<file path="config.mk">
export PLATFORM = sky130hd
export DESIGN_NAME = cpu_commit_flat
export DESIGN_NICKNAME = d
export VERILOG_FILES = /design/src/rtl/cpu_commit_pkg.sv /design/src/rtl/cpu_commit_if.sv /design/src/rtl/cpu_commit_regfile.sv /design/src/rtl/cpu_commit.sv /design/src/flat_wrapper.sv
export SDC_FILE = /design/constraint.sdc
export NUM_CORES = 2
export LEC_CHECK = 0
export CAP_MARGIN = 20
export CORE_UTILIZATION = 35
export CTS_CLUSTER_DIAMETER = 60
export DETAILED_ROUTE_END_ITERATION = 6
export GPL_TIMING_DRIVEN = 0
export HOLD_SLACK_MARGIN = 0.02
export SLEW_MARGIN = 0
export SYNTH_ARGS = -nofsm -noshare
export SYNTH_HDL_FRONTEND = slang
export SYNTH_HIERARCHICAL = 1
export SYNTH_SLANG_ARGS = --single-unit
</file>
<file path="constraint.sdc">
create_clock -name clk -period 4.8 [get_ports clk]
set_input_delay 0.72 -clock clk [delete_from_list [all_inputs] [get_ports clk]]
set_output_delay 0.72 -clock clk [all_outputs]
set_load 0.005 [all_outputs]
</file>
<file path="src/rtl/cpu_commit_pkg.sv">
// Shared types for the commit stage: the EXECUTE result record, the commit FSM
// state encoding and the default address widths.
package cpu_commit_pkg;

  localparam int DEF_REG_AW = 4;
  localparam int DEF_MEM_AW = 6;

  typedef enum logic {
    RUN     = 1'b0,
    TX_WAIT = 1'b1
  } commit_state_e;

  typedef struct packed {
    logic [31:0]           pc;
    logic                  w_req;
    logic [7:0]            w_data;
    logic                  ack;
    logic                  w_rd;
    logic [31:0]           x_rd;
    logic                  mem_w_req;
    logic [DEF_MEM_AW-1:0] mem_addr;
    logic [31:0]           mem_val;
    logic                  intr_en;
    logic [31:0]           intr_pc;
    logic [31:0]           intr_vec;
  } execute_t;

endpackage

</file>
<file path="src/rtl/cpu_commit_if.sv">
// EXECUTE -> COMMIT handshake: one result record plus its destination index,
// transferred on ex_valid & ex_ready.
interface cpu_commit_if
  import cpu_commit_pkg::*;
#(
  parameter int REG_AW = DEF_REG_AW
);
  logic              ex_valid;
  logic              ex_ready;
  execute_t          ex;
  logic [REG_AW-1:0] rd_idx;

  modport master (output ex_valid, output ex, output rd_idx, input ex_ready);
  modport slave  (input ex_valid, input ex, input rd_idx, output ex_ready);
endinterface

</file>
<file path="src/rtl/cpu_commit_regfile.sv">
// 2-read / 1-write general-purpose register file; x0 always reads zero and
// writes to it are discarded.
module cpu_commit_regfile #(
  parameter int REG_AW = 4
) (
  input  logic              clk,
  input  logic              we_i,
  input  logic [REG_AW-1:0] wa_i,
  input  logic [31:0]       wd_i,
  input  logic [REG_AW-1:0] ra1_i,
  input  logic [REG_AW-1:0] ra2_i,
  output logic [31:0]       rd1_o,
  output logic [31:0]       rd2_o
);

  logic [31:0] regs_q [2**REG_AW];

  // NOTE: storage arrays carry no reset; software must write a register before reading it.
  always_ff @(posedge clk) begin
    if (we_i && (wa_i != '0)) begin
      regs_q[wa_i] <= wd_i;
    end
  end

  assign rd1_o = (ra1_i == '0) ? 32'd0 : regs_q[ra1_i];
  assign rd2_o = (ra2_i == '0) ? 32'd0 : regs_q[ra2_i];

endmodule

</file>
<file path="src/rtl/cpu_commit.sv">
// Writeback/commit stage: applies each accepted EXECUTE result to the
// architectural state and holds further results while a UART TX byte is pending.
module cpu_commit
  import cpu_commit_pkg::*;
#(
  parameter int          REG_AW   = DEF_REG_AW,
  parameter int          MEM_AW   = DEF_MEM_AW,
  parameter logic [31:0] RESET_PC = 32'd0
) (
  input  logic              clk,
  input  logic              rst,
  cpu_commit_if.slave       ex_bus,
  input  logic [REG_AW-1:0] rs1_idx,
  input  logic [REG_AW-1:0] rs2_idx,
  output logic [31:0]       x_rs1,
  output logic [31:0]       x_rs2,
  input  logic [MEM_AW-1:0] mem_rd_addr,
  output logic [31:0]       mem_rd_val,
  output logic [31:0]       pc,
  output logic [31:0]       intr_pc,
  output logic [31:0]       intr_vec,
  output logic              intr_en,
  output logic              intr_req,
  output logic              w_busy,
  output logic [7:0]        r_data,
  output logic              tx_valid,
  output logic [7:0]        tx_data,
  input  logic              tx_ready,
  input  logic              rx_valid,
  input  logic [7:0]        rx_data,
  input  logic              irq
);

  commit_state_e state_q, state_d;
  logic [31:0]   pc_q, pc_d;
  logic [31:0]   intr_pc_q, intr_pc_d;
  logic [31:0]   intr_vec_q, intr_vec_d;
  logic          intr_en_q, intr_en_d;
  logic          intr_pending_q, intr_pending_d;
  logic [7:0]    r_data_q, r_data_d;
  logic [7:0]    tx_data_q, tx_data_d;
  logic          accept;
  logic [31:0]   mem_q [2**MEM_AW];

  assign ex_bus.ex_ready = (state_q == RUN);
  assign accept          = ex_bus.ex_valid && ex_bus.ex_ready;

  always_comb begin
    // NOTE: every signal written here gets a default first, so no path can infer a latch.
    state_d        = state_q;
    pc_d           = pc_q;
    intr_pc_d      = intr_pc_q;
    intr_vec_d     = intr_vec_q;
    intr_en_d      = intr_en_q;
    intr_pending_d = intr_pending_q;
    r_data_d       = r_data_q;
    tx_data_d      = tx_data_q;

    unique case (state_q)
      RUN: begin
        if (accept) begin
          pc_d       = ex_bus.ex.pc;
          intr_en_d  = ex_bus.ex.intr_en;
          intr_pc_d  = ex_bus.ex.intr_pc;
          intr_vec_d = ex_bus.ex.intr_vec;
          if (ex_bus.ex.w_req) begin
            tx_data_d = ex_bus.ex.w_data;
            state_d   = TX_WAIT;
          end
          if (ex_bus.ex.ack) intr_pending_d = 1'b0;
        end
      end
      TX_WAIT: begin
        if (tx_ready) state_d = RUN;
      end
      default: state_d = RUN;
    endcase

    // A fresh irq beats an ack committed in the same cycle.
    if (irq)      intr_pending_d = 1'b1;
    if (rx_valid) r_data_d       = rx_data;
  end

  // NOTE: sequential state uses non-blocking assignments so every register samples pre-edge values.
  always_ff @(posedge clk) begin
    if (rst) begin
      state_q        <= RUN;
      pc_q           <= RESET_PC;
      intr_pc_q      <= '0;
      intr_vec_q     <= '0;
      intr_en_q      <= 1'b0;
      intr_pending_q <= 1'b0;
      r_data_q       <= '0;
      tx_data_q      <= '0;
    end else begin
      state_q        <= state_d;
      pc_q           <= pc_d;
      intr_pc_q      <= intr_pc_d;
      intr_vec_q     <= intr_vec_d;
      intr_en_q      <= intr_en_d;
      intr_pending_q <= intr_pending_d;
      r_data_q       <= r_data_d;
      tx_data_q      <= tx_data_d;
    end
  end

  always_ff @(posedge clk) begin
    if (accept && ex_bus.ex.mem_w_req) begin
      mem_q[ex_bus.ex.mem_addr] <= ex_bus.ex.mem_val;
    end
  end

  cpu_commit_regfile #(
    .REG_AW (REG_AW)
  ) u_regfile (
    .clk   (clk),
    .we_i  (accept && ex_bus.ex.w_rd),
    .wa_i  (ex_bus.rd_idx),
    .wd_i  (ex_bus.ex.x_rd),
    .ra1_i (rs1_idx),
    .ra2_i (rs2_idx),
    .rd1_o (x_rs1),
    .rd2_o (x_rs2)
  );

  assign mem_rd_val = mem_q[mem_rd_addr];
  assign pc         = pc_q;
  assign intr_pc    = intr_pc_q;
  assign intr_vec   = intr_vec_q;
  assign intr_en    = intr_en_q;
  assign intr_req   = intr_pending_q & intr_en_q;
  assign w_busy     = (state_q == TX_WAIT);
  assign tx_valid   = (state_q == TX_WAIT);
  assign tx_data    = tx_data_q;
  assign r_data     = r_data_q;

endmodule

</file>
<file path="src/flat_wrapper.sv">
// flat-port wrapper written by rule: the top's interface ports become plain ports
module cpu_commit_flat import cpu_commit_pkg::*;
#(
  parameter int          REG_AW   = DEF_REG_AW,
  parameter int          MEM_AW   = DEF_MEM_AW,
  parameter logic [31:0] RESET_PC = 32'd0
)
  (clk, rst, rs1_idx, rs2_idx, x_rs1, x_rs2, mem_rd_addr, mem_rd_val, pc, intr_pc, intr_vec, intr_en, intr_req, w_busy, r_data, tx_valid, tx_data, tx_ready, rx_valid, rx_data, irq, ex_bus_ex_valid, ex_bus_ex, ex_bus_rd_idx, ex_bus_ex_ready);
  cpu_commit_if #(.REG_AW(REG_AW)) ex_bus_i ();
  input  logic clk;
  input  logic rst;
  input  logic [REG_AW-1:0] rs1_idx;
  input  logic [REG_AW-1:0] rs2_idx;
  output logic [31:0] x_rs1;
  output logic [31:0] x_rs2;
  input  logic [MEM_AW-1:0] mem_rd_addr;
  output logic [31:0] mem_rd_val;
  output logic [31:0] pc;
  output logic [31:0] intr_pc;
  output logic [31:0] intr_vec;
  output logic intr_en;
  output logic intr_req;
  output logic w_busy;
  output logic [7:0] r_data;
  output logic tx_valid;
  output logic [7:0] tx_data;
  input  logic tx_ready;
  input  logic rx_valid;
  input  logic [7:0] rx_data;
  input  logic irq;
  input wire logic [$bits(ex_bus_i.ex_valid)-1:0] ex_bus_ex_valid;
  input wire logic [$bits(ex_bus_i.ex)-1:0] ex_bus_ex;
  input wire logic [$bits(ex_bus_i.rd_idx)-1:0] ex_bus_rd_idx;
  output wire logic [$bits(ex_bus_i.ex_ready)-1:0] ex_bus_ex_ready;
  assign ex_bus_i.ex_valid = ex_bus_ex_valid;
  assign ex_bus_i.ex = ex_bus_ex;
  assign ex_bus_i.rd_idx = ex_bus_rd_idx;
  assign ex_bus_ex_ready = ex_bus_i.ex_ready;
  cpu_commit #(.REG_AW(REG_AW), .MEM_AW(MEM_AW), .RESET_PC(RESET_PC)) u_core (.clk(clk), .rst(rst), .ex_bus(ex_bus_i), .rs1_idx(rs1_idx), .rs2_idx(rs2_idx), .x_rs1(x_rs1), .x_rs2(x_rs2), .mem_rd_addr(mem_rd_addr), .mem_rd_val(mem_rd_val), .pc(pc), .intr_pc(intr_pc), .intr_vec(intr_vec), .intr_en(intr_en), .intr_req(intr_req), .w_busy(w_busy), .r_data(r_data), .tx_valid(tx_valid), .tx_data(tx_data), .tx_ready(tx_ready), .rx_valid(rx_valid), .rx_data(rx_data), .irq(irq));
endmodule
</file>
After elaboration in Yosys (flattened, before gate mapping):

Memory sizes are Yosys's and may differ from the RTL's.
Cells that the tools add are included.

* word-level logic and storage cells: 39
* memories: 2
* memory bits (read-only): 0
* register bits: 115
* latch bits: 0
* bits in writable memories: 2560

Memories
* u_core.mem_q: words 64, width 32, rd ports 1, clocked after memory_dff 0, wr ports 1, RTL line cpu_commit.sv:43 `logic [31:0] mem_q [2**MEM_AW];`
* u_core.u_regfile.regs_q: words 16, width 32, rd ports 2, clocked after memory_dff 0, wr ports 1, RTL line cpu_commit_regfile.sv:16 `logic [31:0] regs_q [2**REG_AW];`

* $lt $le $gt $ge: 0
* div/mod/pow operators: 0
* muxes and demuxes: 14
* $add $sub $neg: 0
* equal/unequal tests: 1
* reductions and logical operators: 12
* bitwise gates (word level): 2
* shifts and indexed selects: 0
* $mul: 0

Operators by type and width (count)
* 32-bit two-way mux: 2
* 1-bit two-way mux: 11
* 4-bit zero test: 2
* 3-bit AND reduction: 2
* 1-bit logical AND: 4
* 2-bit nonzero test: 2
* 4-bit nonzero test: 1
* 2-bit != test (second input constant): 1
* 1-bit case mux with 2 select lines: 1
* 2-bit AND reduction: 1
* 1-bit AND: 1
* 1-bit NOT: 1

Logic depth before layout (Yosys ltp):

* word-level depth: 6
* mapped depth: 9
* gate-level depth less buffers: 5

By module:

The synthesis kept the hierarchy.

Modules (own cells, without submodules)
* cpu_commit: seq. area each 63801.2 sq um, instances 1, area an instance 81966.1 sq um, cells an instance 3911
* cpu_commit_regfile: seq. area each 14413.8 sq um, instances 1, area an instance 22028.6 sq um, cells an instance 1169

Least setup slack after synthesis:

Ideal clock, no wire load.

* path type: input -> register
* start: input ex_bus_ex_valid
* end: memory u_core.u_regfile.regs_q[8][0] (enable)
* required time: 4.339 ns
* path buffers: 2
* slack: 0.299 ns
* data arrival time: 4.040 ns
* cell stages on the path: 6
* cell sequence: nor2b_1 clkbuf_1 clkbuf_1 and2_1 nand3b_1 nor3_1

* longest elaborated chain between the ends: 5

Ends and longest elaborated chain
* from (decl): RTL line flat_wrapper.sv:31 `input wire logic [$bits(ex_bus_i.ex_valid)-1:0] ex_bus_ex_valid;`
* 1-bit logical AND: RTL line cpu_commit.sv:46 `assign accept = ex_bus.ex_valid && ex_bus.ex_ready;`
* 1-bit logical AND: RTL line cpu_commit.sv:117 `.we_i (accept && ex_bus.ex.w_rd),`
* 1-bit logical AND: RTL line cpu_commit_regfile.sv:20 `if (we_i && (wa_i != '0)) begin`
* 1-bit two-way mux: RTL line cpu_commit_regfile.sv:20
* 1-bit two-way mux (implied by the code): RTL line cpu_commit_regfile.sv:21 `regs_q[wa_i] <= wd_i;`
* to (decl): RTL line cpu_commit_regfile.sv:16

No other way between the ends.

Worst setup path after layout:

* start: input mem_rd_addr[4]
* end: output mem_rd_val[6]

* longest elaborated chain between the ends: 1

Ends and longest elaborated chain
* from (decl): RTL line flat_wrapper.sv:16 `input logic [MEM_AW-1:0] mem_rd_addr;`
* memory 64 x 32 bit
* to (decl): RTL line flat_wrapper.sv:17 `output logic [31:0] mem_rd_val;`

No other way between the ends.

==> flow_summary.yaml <==
synth:
  yosysSeqAreaShare_pct: 75.2
  yosysTopAreaCellShare_pct: 73.0
  ys_warn_count: 6
  ys_types: 49
  synth_top_family_by_area: "multiplexers"
  synth_adder_area_share_pct: 0
  synth_xor_area_share_pct: 0
  netlist_top_cells_area: "edfxtp_1 (73%), mux4_2 (14%), dfxtp_1 (2.2%), mux2i_1 (1.7%), nand2_1 (1.0%)"
  synth_seq_cells: 2643
  syn_inst: 5080
  yosys.area_share.simple_pct: 3.00
  synth_mux_area_share_pct: 16.6
  synth_top_area_cell: "edfxtp_1"
  syn_nets: 5291
  synth_edf_count: 2528
  async_flop_share_pct: 0
  synth.top_cells.by_count: "edfxtp_1 (2,528), mux4_2 (633), nand2_1 (286)"
  yosysMostFrequentCell: "edfxtp_1"
  avgSynthCellArea_um2: 20.5
  ys.flop_type: "edfxtp_1"
  synth_compound_area_share_pct: 3.51
  syn_area_mm2: 0.104
worst_setup_path:
  crit_type: "in2out"
  cpPeakStageDelay_ps: 650
  cp_top_family: "buffers and inverters"
  crit_slowest_cell: "clkdlybuf4s50_1"
  critPathBufInv: 4
  critPathMaxFanout: 10
  endpoint_kind: "output pin"
  r2r_slack_ps: 630
  cp-start-kind: "input port"
  timing.rr.start: "u_core/tx_valid$_SDFF_PP0_"
  worstPathCellList: "clkdlybuf4s50_1 -> clkbuf_2 -> clkbuf_1 -> o221ai_1 -> o22ai_2 -> and3_4 -> clkdlybuf4s50_1"
  reg2regPathDepth: 8
  arrival_ps: 4100
  crit_top_cell: "clkdlybuf4s50_1"
  crit_required_ps: 4080
  reg2reg_to: "u_core/u_regfile/regs_q[12][23]$_DFFE_PP_"
clock_network:
  cts_tree: "done"
  hold_buffers: 0
  clockBufferDepth: 4
  cts_buffers: 293
  clk_pin_slew_worst_paths_ps: 60
  clock-sinks: 2643
  cts.htree.levels: 5
  clk_latency_ps: 930
  root_buffer: "clkbuf_16"
drt:
  viasPerCell: 5.81
  vias: 58600
  drtAntennaViolNets: 0
  drt-total-wl_mm: 341
  first_iter_violations: 8077
  drcViolationCount: 0
  drt-pass1-iter-count: 7
  routedWlPerCell_um: 33.8
placed_design:
  dpl.hpwl_mm: 236
  placed_area_mm2: 0.117
  port_buffers: 411
  routabilityCongestion: 0.893
  place_ws_ps: -1360
pwr:
  total_power_mw: 51.0
  ir_drop_uv: 288
  p_leak_nw: 39.8
  powerDensity_mw_per_mm2: 404
cells_and_area:
  num-nets-final: 6143
  synthToLayoutAreaGrowth_pct: 21.5
  utilization_pct: 42.9
  drive_above_1_share_pct: 27.1
  finalInstanceArea_mm2: 0.126
sta:
  finClkSkew_ps: 95.5
  drv_slew: 0
  slew_headroom_pct: 19.7
  fin_ws_ps: -18.2
  rsz0062_at_grt: "false"
  whs_ps: 83.8
  finalHoldViolCount: 0
  final.min_clock_period_ps: 4820
  fmax_mhz: 208
  period_share_pct: 100
  worst_slew_pin_slew_ps: 1200
  setup-violations-final: 1
global_routing:
  first_global_vias: 59000
  grt_start_max_net_pins: 65
  antenna_found_initial: 37
  grt_use_total_pct: 22.4
  grt_pass1_wl_mm: 468
  grt-ovfl-total: 0
die:
  die_x_um: 547
  num_rows: 199
  io-pin-count: 424
  start_util_pct: 35.3
  dieArea_mm2: 0.299
  fp.dieH_um: 547
  coreArea_mm2: 0.295
min_path:
  holdCritPathClass: "in2reg"
  hold_end: "u_core/mem_q[3][15]$_DFFE_PP_"
  hold_path_depth: 1
  hold_start: "ex_bus_ex[80]"
outcome:
  status: "finished, violations left"
  violations: "negative setup slack"
run:
  cap_violations: 0
## worst max-delay path by stage
| stage | start | end | slack [ps] | cells past startpoint |
|---|---|---|---|---|
| 2_1_floorplan | ex_bus_ex_valid | u_core/u_regfile/regs_q[8][0]$_DFFE_PP_ | 300 | 6 |
| 3_3_place_gp | ex_bus_ex_valid | u_core/u_regfile/regs_q[4][23]$_DFFE_PP_ | -4610 | 7 |
| 3_5_place_dp | mem_rd_addr[3] | mem_rd_val[10] | -1360 | 9 |
| 4_1_cts | mem_rd_addr[2] | mem_rd_val[20] | 7 | 10 |
| 5_1_grt | rs1_idx[1] | x_rs1[3] | 1 | 8 |
| 6_report | mem_rd_addr[4] | mem_rd_val[6] | -20 | 7 |
## cell type report
| cell class | instances | area, µm² |
|---|---|---|
| antenna | 11 | 27.5 |
| buffer | 320 | 1840 |
| clock buffer | 358 | 7730 |
| clock inverter | 167 | 1710 |
| fill | 25500 | 168000 |
| inverter | 2 | 8.76 |
| multi-input combinational | 2108 | 24900 |
| sequential | 2643 | 78200 |
| tap | 3919 | 4900 |
| timing repair buffer | 564 | 7070 |
## sequential cells by signal, summed over array words and instances, names as in the netlist
name and count:
u_core/intr_pending_q 1, u_core/tx_data 8, u_core/intr_vec 32, u_core/mem_q 2048
u_core/intr_pc 32, u_core/r_data 8, u_core/tx_valid 1, u_core/pc 32
u_core/intr_en 1, u_core/u_regfile/regs_q 480
## layer usage
metal / track usage, % / vias up / wire, µm
met3: 5.06 / 628 / 34700
met4: 8.77 / 14 / 14800
met5: 0 / - / 90
met2: 36.6 / 3471 / 164000
met1: 29.0 / 31400 / 128000
li1: - / 23100 / -
## cells in the final DEF, fill, tap and decap left out, drive strengths merged, types with 4 or more instances in the layout
cell	count
a211oi	10
a21oi	158
a221o	21
a221oi	53
a22oi	85
a31oi	14
and2	15
and3	19
buf	378
bufinv	22
clkbuf	485
clkdlybuf4s50	373
clkinv	112
clkinvlp	16
dfxtp	115
diode	11
dlygate4sd2	4
edfxtp	2528
inv	19
mux2	73
mux2i	181
mux4	646
nand2	286
nand2b	16
nand3	68
nand3b	5
nand4	54
nor2	134
nor2b	17
nor3	56
nor3b	4
o211a	10
o21ai	9
o221a	10
o221ai	64
o22ai	85
or2	5
## timing repair
action                     CTS  global route
resized for setup          115            12
hold endpoints to repair     0             0
buffers inserted             0             0
setup endpoints to repair   39            14
pin swaps                    1             1
## report_power, final
group / internal, mW / switching [mW]
clock: 12.8 / 9.40
combinational: 1.34 / 2.07
sequential: 25.4 / 0.0609
total: 39.5 / 11.5
## through the flow
stage	setup TNS [ps]	cells
floorplan	0	5080
global placement	-5121280	9410
detailed placement	-60560	9563
CTS	0	10100
global route	0	10100
finish	-18.2	10100
## kinds of logic after synthesis
family	after synthesis
muxes	900
and+or+nand+nor	687
DFF	2643
buffers and inverters	329
AOI/OAI and AO/OA	521
Note: power is estimated with default switching activity, not from simulation.
